**src/rtl/scroll_pkg.sv**
```systemverilog
// Shared constants for the seven-segment scroll path: step direction, fill mode
// and the default step period.
package scroll_pkg;

  localparam logic DIR_LEFT    = 1'b0;
  localparam logic DIR_RIGHT   = 1'b1;
  localparam logic MODE_ROTATE = 1'b0;
  localparam logic MODE_SHIFT  = 1'b1;

  localparam int DEFAULT_PERIOD = 25_000_000;

endpackage

```
**src/rtl/scroll_timer.sv**
```systemverilog
// Step prescaler: counts 0..PERIOD-1 while enabled and pulses out_TICK during the
// terminal count. The counter is held at zero while disabled or cleared.
module scroll_timer
  import scroll_pkg::*;
#(
  parameter int PERIOD = DEFAULT_PERIOD
) (
  input  logic in_CLK,
  input  logic in_RST_N,
  input  logic in_EN,
  input  logic in_CLEAR,
  output logic out_TICK
);

  localparam int CW = $clog2(PERIOD);
  localparam logic [CW-1:0] LAST = CW'(PERIOD - 1);

  logic [CW-1:0] count_reg;
  logic [CW-1:0] count_next;

  always_comb begin
    count_next = count_reg;
    if (in_CLEAR || !in_EN || (count_reg == LAST)) begin
      count_next = '0;
    end else begin
      count_next = count_reg + 1'b1;
    end
  end

  always_ff @(posedge in_CLK or negedge in_RST_N) begin
    if (!in_RST_N) begin
      count_reg <= '0;
    end else begin
      count_reg <= count_next;
    end
  end

  assign out_TICK = in_EN && (count_reg == LAST);

endmodule

```
**src/rtl/scroll_reg.sv**
```systemverilog
// Digit-scrolling register: parallel load, then rotate/shift one digit per step
// (timer tick or manual request), with position tracking and wrap reporting.
module scroll_reg
  import scroll_pkg::*;
#(
  parameter int DIGITS  = 4,
  parameter int DIGIT_W = 4,
  parameter int PERIOD  = DEFAULT_PERIOD
) (
  input  logic                        in_CLK,
  input  logic                        in_RST_N,
  input  logic [DIGITS*DIGIT_W-1:0]   in_D,
  input  logic                        in_LOAD,
  input  logic                        in_EN,
  input  logic                        in_STEP,
  input  logic                        in_DIR,
  input  logic                        in_MODE,
  input  logic [DIGIT_W-1:0]          in_FILL,
  output logic [DIGITS*DIGIT_W-1:0]   out_Q,
  output logic [$clog2(DIGITS)-1:0]   out_POS,
  output logic                        out_STEP,
  output logic                        out_WRAP
);

  localparam int QW = DIGITS * DIGIT_W;
  localparam int PW = $clog2(DIGITS);
  localparam logic [PW-1:0] POS_LAST = PW'(DIGITS - 1);

  logic [QW-1:0] q_reg, q_next;
  logic [PW-1:0] pos_reg, pos_next;
  logic          step_reg, step_next;
  logic          wrap_reg, wrap_next;
  // Low for the first edge after reset release so nothing steps on that edge.
  logic          arm_reg;
  logic          tick;
  logic          step_cond;
  logic [QW-1:0] left_word, right_word;

  scroll_timer #(
    .PERIOD(PERIOD)
  ) u_timer (
    .in_CLK   (in_CLK),
    .in_RST_N (in_RST_N),
    .in_EN    (in_EN && arm_reg),
    .in_CLEAR (in_LOAD),
    .out_TICK (tick)
  );

  assign step_cond = arm_reg && (tick || in_STEP);

  // Digit 0 is the least-significant (rightmost) digit.
  genvar gi;
  generate
    for (gi = 0; gi < DIGITS; gi++) begin : g_digit
      if (gi == 0) begin : g_left_ls
        assign left_word[DIGIT_W-1:0] =
          (in_MODE == MODE_SHIFT) ? in_FILL : q_reg[QW-1 -: DIGIT_W];
      end else begin : g_left_mid
        assign left_word[gi*DIGIT_W +: DIGIT_W] = q_reg[(gi-1)*DIGIT_W +: DIGIT_W];
      end
      if (gi == DIGITS - 1) begin : g_right_ms
        assign right_word[QW-1 -: DIGIT_W] =
          (in_MODE == MODE_SHIFT) ? in_FILL : q_reg[DIGIT_W-1:0];
      end else begin : g_right_mid
        assign right_word[gi*DIGIT_W +: DIGIT_W] = q_reg[(gi+1)*DIGIT_W +: DIGIT_W];
      end
    end
  endgenerate

  always_comb begin
    q_next    = q_reg;
    pos_next  = pos_reg;
    step_next = 1'b0;
    wrap_next = 1'b0;
    if (in_LOAD) begin
      q_next   = in_D;
      pos_next = '0;
    end else if (step_cond) begin
      step_next = 1'b1;
      if (in_DIR == DIR_LEFT) begin
        q_next = left_word;
        if (pos_reg == POS_LAST) begin
          pos_next  = '0;
          wrap_next = 1'b1;
        end else begin
          pos_next = pos_reg + 1'b1;
        end
      end else begin
        q_next = right_word;
        if (pos_reg == '0) begin
          pos_next  = POS_LAST;
          wrap_next = 1'b1;
        end else begin
          pos_next = pos_reg - 1'b1;
        end
      end
    end
  end

  always_ff @(posedge in_CLK or negedge in_RST_N) begin
    if (!in_RST_N) begin
      q_reg    <= '0;
      pos_reg  <= '0;
      step_reg <= 1'b0;
      wrap_reg <= 1'b0;
      arm_reg  <= 1'b0;
    end else begin
      q_reg    <= q_next;
      pos_reg  <= pos_next;
      step_reg <= step_next;
      wrap_reg <= wrap_next;
      arm_reg  <= 1'b1;
    end
  end

  assign out_Q    = q_reg;
  assign out_POS  = pos_reg;
  assign out_STEP = step_reg;
  assign out_WRAP = wrap_reg;

endmodule

```
**config.mk**
```make
export PLATFORM = sky130hd
export DESIGN_NAME = scroll_reg
export DESIGN_NICKNAME = d
export VERILOG_FILES = /design/src/rtl/scroll_pkg.sv /design/src/rtl/scroll_timer.sv /design/src/rtl/scroll_reg.sv
export SDC_FILE = /design/constraint.sdc
export NUM_CORES = 1
export LEC_CHECK = 0
export CORE_AREA = 2 2 60 90
export DETAILED_ROUTE_END_ITERATION = 7
export DIE_AREA = 0 0 62 92
export PLACE_DENSITY = 0.78
export SYNTH_ARGS = -nofsm -noshare
export SYNTH_HDL_FRONTEND = slang
export SYNTH_SLANG_ARGS = --single-unit
```
**constraint.sdc**
```tcl
create_clock -name in_CLK -period 2.4 [get_ports in_CLK]
set_input_delay 0.36 -clock in_CLK [delete_from_list [all_inputs] [get_ports in_CLK]]
set_output_delay 0.36 -clock in_CLK [all_outputs]
set_load 0.01 [all_outputs]
```
==> results of run 1 <==
[critical path, stage by stage, from the launching register on]
cell	delay (ns)
dfrtp_1	0.43
or4_1	0.53
nor4_2	0.21
a21o_2	0.27
nor2_1	0.16
a221o_1	0.39
[routing by layer]
| layer | vias up | GRT usage, % | share of wire, % |
|---|---|---|---|
| li1 | 1008 | - | - |
| met2 | 69 | 38.02 | 53 |
| met3 | 12 | 4.654 | 4.4 |
| met1 | 1015 | 26.04 | 40 |
| met5 | - | 0 | 0 |
| met4 | 0 | 8.865 | 2.4 |
[layout by cell type (no fill, tap or decap), drive strengths merged, types with 2 or more instances in the layout]
cell           instances
a21oi                 11
a221o                  8
a222oi                 8
a22o                   8
buf                    7
clkbuf                 7
clkdlybuf4s50         45
dfrtp                 46
ha                     3
inv                   25
mux2                   4
nand2                 15
nand2b                 4
nand3                  9
nand4                  5
nand4b                 2
nor2                  35
nor2b                  2
nor3                   7
nor4                   6
o211ai                 4
o21ai                  9
or2                    2
or4                    3
xnor2                 21
xor2                   3
[path summary, 6_finish.rpt]
check | end | slack, ns | cells past startpoint
setup / recovery | out_Q[8]$_DFFE_PN0P_ | 0.30 | 5
hold / removal | u_timer.count_reg[2]$_DFF_PN0_ | 0.14 | 2
setup reg to reg | out_Q[8]$_DFFE_PN0P_ | 0.30 | 5
hold reg to reg | u_timer.count_reg[0]$_DFF_PN0_ | 0.49 | 1
max in group asynchronous | u_timer.count_reg[11]$_DFF_PN0_ | 1.87 | 2
min in group in_CLK | u_timer.count_reg[0]$_DFF_PN0_ | 0.49 | 1
[through the flow]
stage | area, um2 | total power [uW] | util, % | cells | setup slack [ns]
6_report | 3103 | 1643 | 62.00 | 376 | 0.3043
5_1_grt | 3103 | 1720 | 62.00 | 376 | 0.1829
4_1_cts | 3103 | 1654 | 62.00 | 376 | 0.3026
3_5_place_dp | 3012 | 1172 | 60.18 | 368 | 0.3010
3_3_place_gp | 3012 | 1170 | 60.18 | 368 | 0.3826
2_1_floorplan | 2497 | 999.5 | - | 261 | 0.5061
[power by group through the flow]
stage | sequential (uW) | clock (uW) | combinational, uW
floorplan | 876 | 0 | 124
global placement | 876 | 0 | 294
detailed placement | 873 | 0 | 299
CTS | 861 | 493 | 300
global route | 868 | 529 | 323
finish | 861 | 483 | 298
[layout make-up]
class | count | area [um2] | share of cell area [%]
clock buffer | 7 | 86.33 | 2.782
clock inverter | 1 | 5.005 | 0.1613
inverter | 25 | 93.84 | 3.024
multi-input combinational | 177 | 1181 | 38.06
sequential | 46 | 1151 | 37.10
tap | 68 | 85.08 | 2.742
timing repair buffer | 52 | 500.5 | 16.13
[kinds of logic (layout without fill, tap and decap cells)]
group / Yosys count / in the layout / synth area share, %
and+or+nand+nor: 93 / 93 / 19.29
DFF: 46 / 46 / 46.09
AOI/OAI and AO/OA: 51 / 51 / 15.73
adders and majority gates: 3 / 3 / 1.503
buffers and inverters: 38 / 85 / 6.613
muxes: 5 / 5 / 2.204
other: 1 / 1 / 0.1502
xor gates and xnor gates: 24 / 24 / 8.417
==> flow_metrics.tcl, run 1 <==
set metrics [dict create \
    outcome "finished clean" \
    initial_core_util_pct 49.90 \
    path_clk_slew_ns 0.08 \
    h-tree-depth 2 \
    cp-end-kind "flip-flop" \
    slew_viol_final 0 \
    clock_sinks 46 \
    drt-total-wl_mm 5.871 \
    largest_register_ffs 25 \
    power_density_mw_per_mm2 529.4 \
    tns_ns 0 \
    finalNetCount 337 \
    critPathKind "reg2reg" \
    ys_seq_area_share_pct 46.09 \
    grt_pass1_wl_mm 9.501 \
    drive_gt1_share_pct 8.442 \
    worst_ir_drop_vdd_mv 0.2832 \
    syn_to_final_growth_pct 24.25 \
    synth-edff-count 0 \
    async_flop_share_pct 100.0 \
    grt_usage_pct 22.31 \
    min_path_type "in2async" \
    overflow 0 \
    finalHoldViolCount 0 \
    postCtsSetupRepairBufs 0 \
    p_seq_share_pct 52.4 \
    period_needed_ns 2.096 \
    drt_iter0_markers 167 \
    post-dp-hpwl_mm 4.294 \
    grt_max_degree 47 \
    synth_top_cells_by_area "dfrtp_1, xnor2_1, nor2_1" \
    yosysTopAreaCell "dfrtp_1" \
    portBuffers 46 \
    synth_cells 261 \
    synth.distinct_cells 40 \
    worstPathMaxFanout 8 \
    finalClockSkew_ns 0.007112 \
    maxSlewHeadroom_pct 61.92 \
    synth_area_mm2 0.002497 \
    synth.top_cell.area_share_pct 46.09 \
    start_kind "flip-flop" \
    coreArea_mm2 0.005005 \
    synth-seq-cells 46 \
    period_share_pct 87.32 \
    numCtsBuffers 5 \
    grt_antenna_before_repair 0 \
    yosysMostFrequentCell "dfrtp_1" \
    die_w_um 62 \
    p_leak_uw 0.001257 \
    grt_pass1_vias 2081 \
    avgSynthCellArea_um2 9.569 \
    p_int_uw 1208 \
    cts_tree "done" \
    cp.required_ns 2.58 \
    synthTopCellsByCount "dfrtp_1, nor2_1, inv_1" \
    cts_resized 0 \
    num_vias 2104 \
    ant_nets 0 \
    switching_share_pct 26.48 \
    ios 47 \
    r2r_start "u_timer.count_reg[9]$_DFF_PN0_" \
    finalSetupViolCount 0 \
    synth_ff_type "dfrtp_1" \
    rows 32 \
    cts-root-buf "clkbuf_8" \
    diodes 0 \
    wl_per_cell_um 15.61 \
    hold_buffers 0 \
    fillers 444 \
    power.switching_uw 434.9 \
    hold_slack_ns 0.1358 \
    cts_max_path_buffers 2 \
    clock_power_share_pct 29.4 \
    dr.pass1.iters 5 \
    cp.arrival_ns 2.28 \
    worst_pin_slew_ns 0.5712 \
    ys.warnings.count 0 \
    routabilityCongestion 0.8348 \
    startpoint "u_timer.count_reg[9]$_DFF_PN0_" \
    synthesis.nets 291 \
    fp.dieArea_mm2 0.005704 \
    max-cap-violations 0 \
    die_h_um 92 \
    clkLatencyLatePin_ns 0.29 \
    drc_errors 0 \
    fmax_mhz 477.2 \
    vias_per_cell 5.596 \
    share_comb_of_total_power_pct 18.1 \
    rsz0062_at_grt "no" \
]
Power figures use the tool's default switching activity.
==> run 2: changes to the inputs <==
--- a/config.mk
+++ b/config.mk
@@ -5,10 +5,10 @@
 export SDC_FILE = /design/constraint.sdc
 export NUM_CORES = 1
 export LEC_CHECK = 0
-export CORE_AREA = 2 2 60 90
+export CORE_AREA = 2 2 63 95
 export DETAILED_ROUTE_END_ITERATION = 7
-export DIE_AREA = 0 0 62 92
-export PLACE_DENSITY = 0.78
+export DIE_AREA = 0 0 65 97
+export PLACE_DENSITY = 0.74
 export SYNTH_ARGS = -nofsm -noshare
 export SYNTH_HDL_FRONTEND = slang
 export SYNTH_SLANG_ARGS = --single-unit
==> constraint.sdc (replaced) <==
create_clock -name in_CLK -period 1.9 [get_ports in_CLK]
set_input_delay 0.285 -clock in_CLK [delete_from_list [all_inputs] [get_ports in_CLK]]
set_output_delay 0.285 -clock in_CLK [all_outputs]
set_load 0.01 [all_outputs]
==> run 2 against run 1 <==
The flow now finishes with violations (setup timing). Total power up 37%. Register-to-register slack worse by 0.34 ns. Clock power up 55%. Core utilization up 3.9 points. Global-route usage down 2.0 points. Worst setup slack worse by 0.34 ns. Count of clock-buffer cells in the layout down 1. Critical endpoint is now u_timer.count_reg[5]$_DFF_PN0_. Design area up 15%.
==> flow_metrics.tcl, run 2 (synthesis gave the netlist of run 1 again) <==
set metrics [dict create \
    outcome "finished, violations left" \
    violations "setup timing" \
    fillers 440 \
    portBuffers 46 \
    slew_viol_final 0 \
    cp.arrival_ns 2.12 \
    critPathKind "reg2reg" \
    worst_ir_drop_vdd_mv 0.3905 \
    cts-root-buf "clkbuf_8" \
    largest_register_ffs 25 \
    num_vias 2229 \
    tns_ns -0.3857 \
    drt-total-wl_mm 6.401 \
    layout_commonest_cell "dfrtp_1" \
    rows 33 \
    period_share_pct 101.7 \
    grt_usage_pct 20.31 \
    drc_errors 0 \
    post-dp-hpwl_mm 4.149 \
    r2r_start "u_timer.count_reg[15]$_DFF_PN0_" \
    switching_share_pct 25.12 \
    cts_tree "done" \
    mostFrequentLayoutCells "dfrtp_1, clkdlybuf4s50_1, inv_1, xnor2_1, buf_4" \
    cp_cell_sequence "or4_4 > nor4_4 > buf_4 > nand4b_1 > nand3_4 > clkbuf_16 > nor2_4" \
    die_h_um 97 \
    power_density_mw_per_mm2 631.0 \
    power.switching_uw 564.9 \
    vias_per_cell 5.573 \
    dp_slack_ns -0.06594 \
    path_clk_slew_ns 0.08 \
    design_area_mm2 0.003565 \
    cpPeakStageDelay_ns 0.55 \
    maxSlewHeadroom_pct 57.31 \
    wl_per_cell_um 16.00 \
    finalSetupViolCount 21 \
    rrSetupSlack_ns -0.03 \
    dpl_cell_area_mm2 0.003199 \
    finalClockSkew_ns 0.003589 \
    period_needed_ns 1.932 \
    min_path_type "in2async" \
    p_int_uw 1684 \
    worst_pin_slew_ns 0.6380 \
    initial_core_util_pct 46.17 \
    grt_antenna_before_repair 0 \
    diodes 0 \
    grt_pass1_wl_mm 10.11 \
    p_seq_share_pct 48.0 \
    rsz0062_at_grt "yes" \
    share_comb_of_total_power_pct 18.8 \
    ant_nets 0 \
    die_w_um 65 \
    reg2reg_depth 7 \
    cp_slowest_cell "or4_4" \
    dr.pass1.iters 4 \
    finalNetCount 360 \
    r2r_end "u_timer.count_reg[5]$_DFF_PN0_" \
    overflow 0 \
    fmax_mhz 517.6 \
    cts_max_path_buffers 2 \
    h-tree-depth 2 \
    syn_to_final_growth_pct 42.74 \
    clock_power_share_pct 33.2 \
    start_kind "flip-flop" \
    finalHoldViolCount 0 \
    clkLatencyLatePin_ns 0.30 \
    p_leak_uw 0.001424 \
    routabilityCongestion 0.8205 \
    grt_pass1_vias 2215 \
    max-cap-violations 0 \
    clock_sinks 46 \
    drt_iter0_markers 162 \
    cp-end-kind "flip-flop" \
    hold_slack_ns 0.4845 \
    cp.required_ns 2.09 \
    fp.dieArea_mm2 0.006305 \
    worstPathMaxFanout 5 \
    numCtsBuffers 5 \
    fin_total_pwr_uw 2249 \
    drive_gt1_share_pct 22.73 \
    setup_ws_ns -0.03193 \
    coreArea_mm2 0.005409 \
    ios 47 \
    grt_max_degree 47 \
]
-- run 2: cell count changes in the layout (fill, tap and decap cells not counted), moves of 3 or more --
cell,previous run,this run
or4_4,0,3
buf_12,0,4
nor2_2,1,9
or4_1,3,0
nor2_1,34,16
nor2_4,0,10
buf_4,6,19
-- run 2: repair_timing --
item                                    CTS  global route
buffers inserted                          1             1
hold buffers                              1             0
endpoints found under the setup margin   18            44
pin swaps                                10            20
hold endpoints to repair                 46             0
cloned                                    0             3
resized for setup                         7            37
-- run 2: worst max-delay path: cells and delay by family, from the launching register on --
family / cells / cell delay [ns]
simple gates: 5 / 1.09
flops: 1 / 0.38
buf+inv: 2 / 0.35
-- run 2: final cells by class --
| class | count | area [um2] | area share [%] |
|---|---|---|---|
| inverters | 25 | 93.84 | 2.633 |
| flip-flops and latches | 46 | 1151 | 32.29 |
| repair buffers | 75 | 775.7 | 21.76 |
| clock inverters | 1 | 30.03 | 0.8424 |
| well taps | 70 | 87.58 | 2.457 |
| clock buffers | 6 | 82.58 | 2.317 |
| multi-input cells | 177 | 1344 | 37.70 |
-- run 2: worst max path at each step --
stage,cells past startpoint,slack (ns),startpoint,end
after floorplan,7,0.006,u_timer.count_reg[15]$_DFF_PN0_,out_Q[0]$_DFFE_PN0P_
after global placement,6,-0.002,u_timer.count_reg[15]$_DFF_PN0_,out_Q[12]$_DFFE_PN0P_
after detailed placement,5,-0.07,u_timer.count_reg[15]$_DFF_PN0_,out_Q[9]$_DFFE_PN0P_
after CTS,6,-0.07,u_timer.count_reg[15]$_DFF_PN0_,out_Q[14]$_DFFE_PN0P_
after global routing,6,-0.13,u_timer.count_reg[15]$_DFF_PN0_,out_Q[13]$_DFFE_PN0P_
final,7,-0.03,u_timer.count_reg[15]$_DFF_PN0_,u_timer.count_reg[5]$_DFF_PN0_
-- run 2: power groups by stage --
stage | clock network [uW] | logic [uW] | registers (uW)
global placement | 0 | 388 | 1100
global route | 803 | 455 | 1090
detailed placement | 0 | 395 | 1100
finish | 747 | 422 | 1080
CTS | 761 | 401 | 1080
floorplan | 0 | 156 | 1110
-- run 2: per-layer routing --
layer	part of all wire [%]	vias up	GRT usage, %
met5	0	-	0
met4	2.6	0	8.674
met3	4.8	13	4.070
met2	53	77	34.81
met1	40	1086	24.16
li1	-	1053	-
-- run 2: per-stage QoR --
stage                     utilization (%)  std cells
after detailed placement            59.15        388
after CTS                           62.20        397
after global routing                65.90        400
after floorplan                         -        261
after global placement              59.15        388
final                               65.90        400
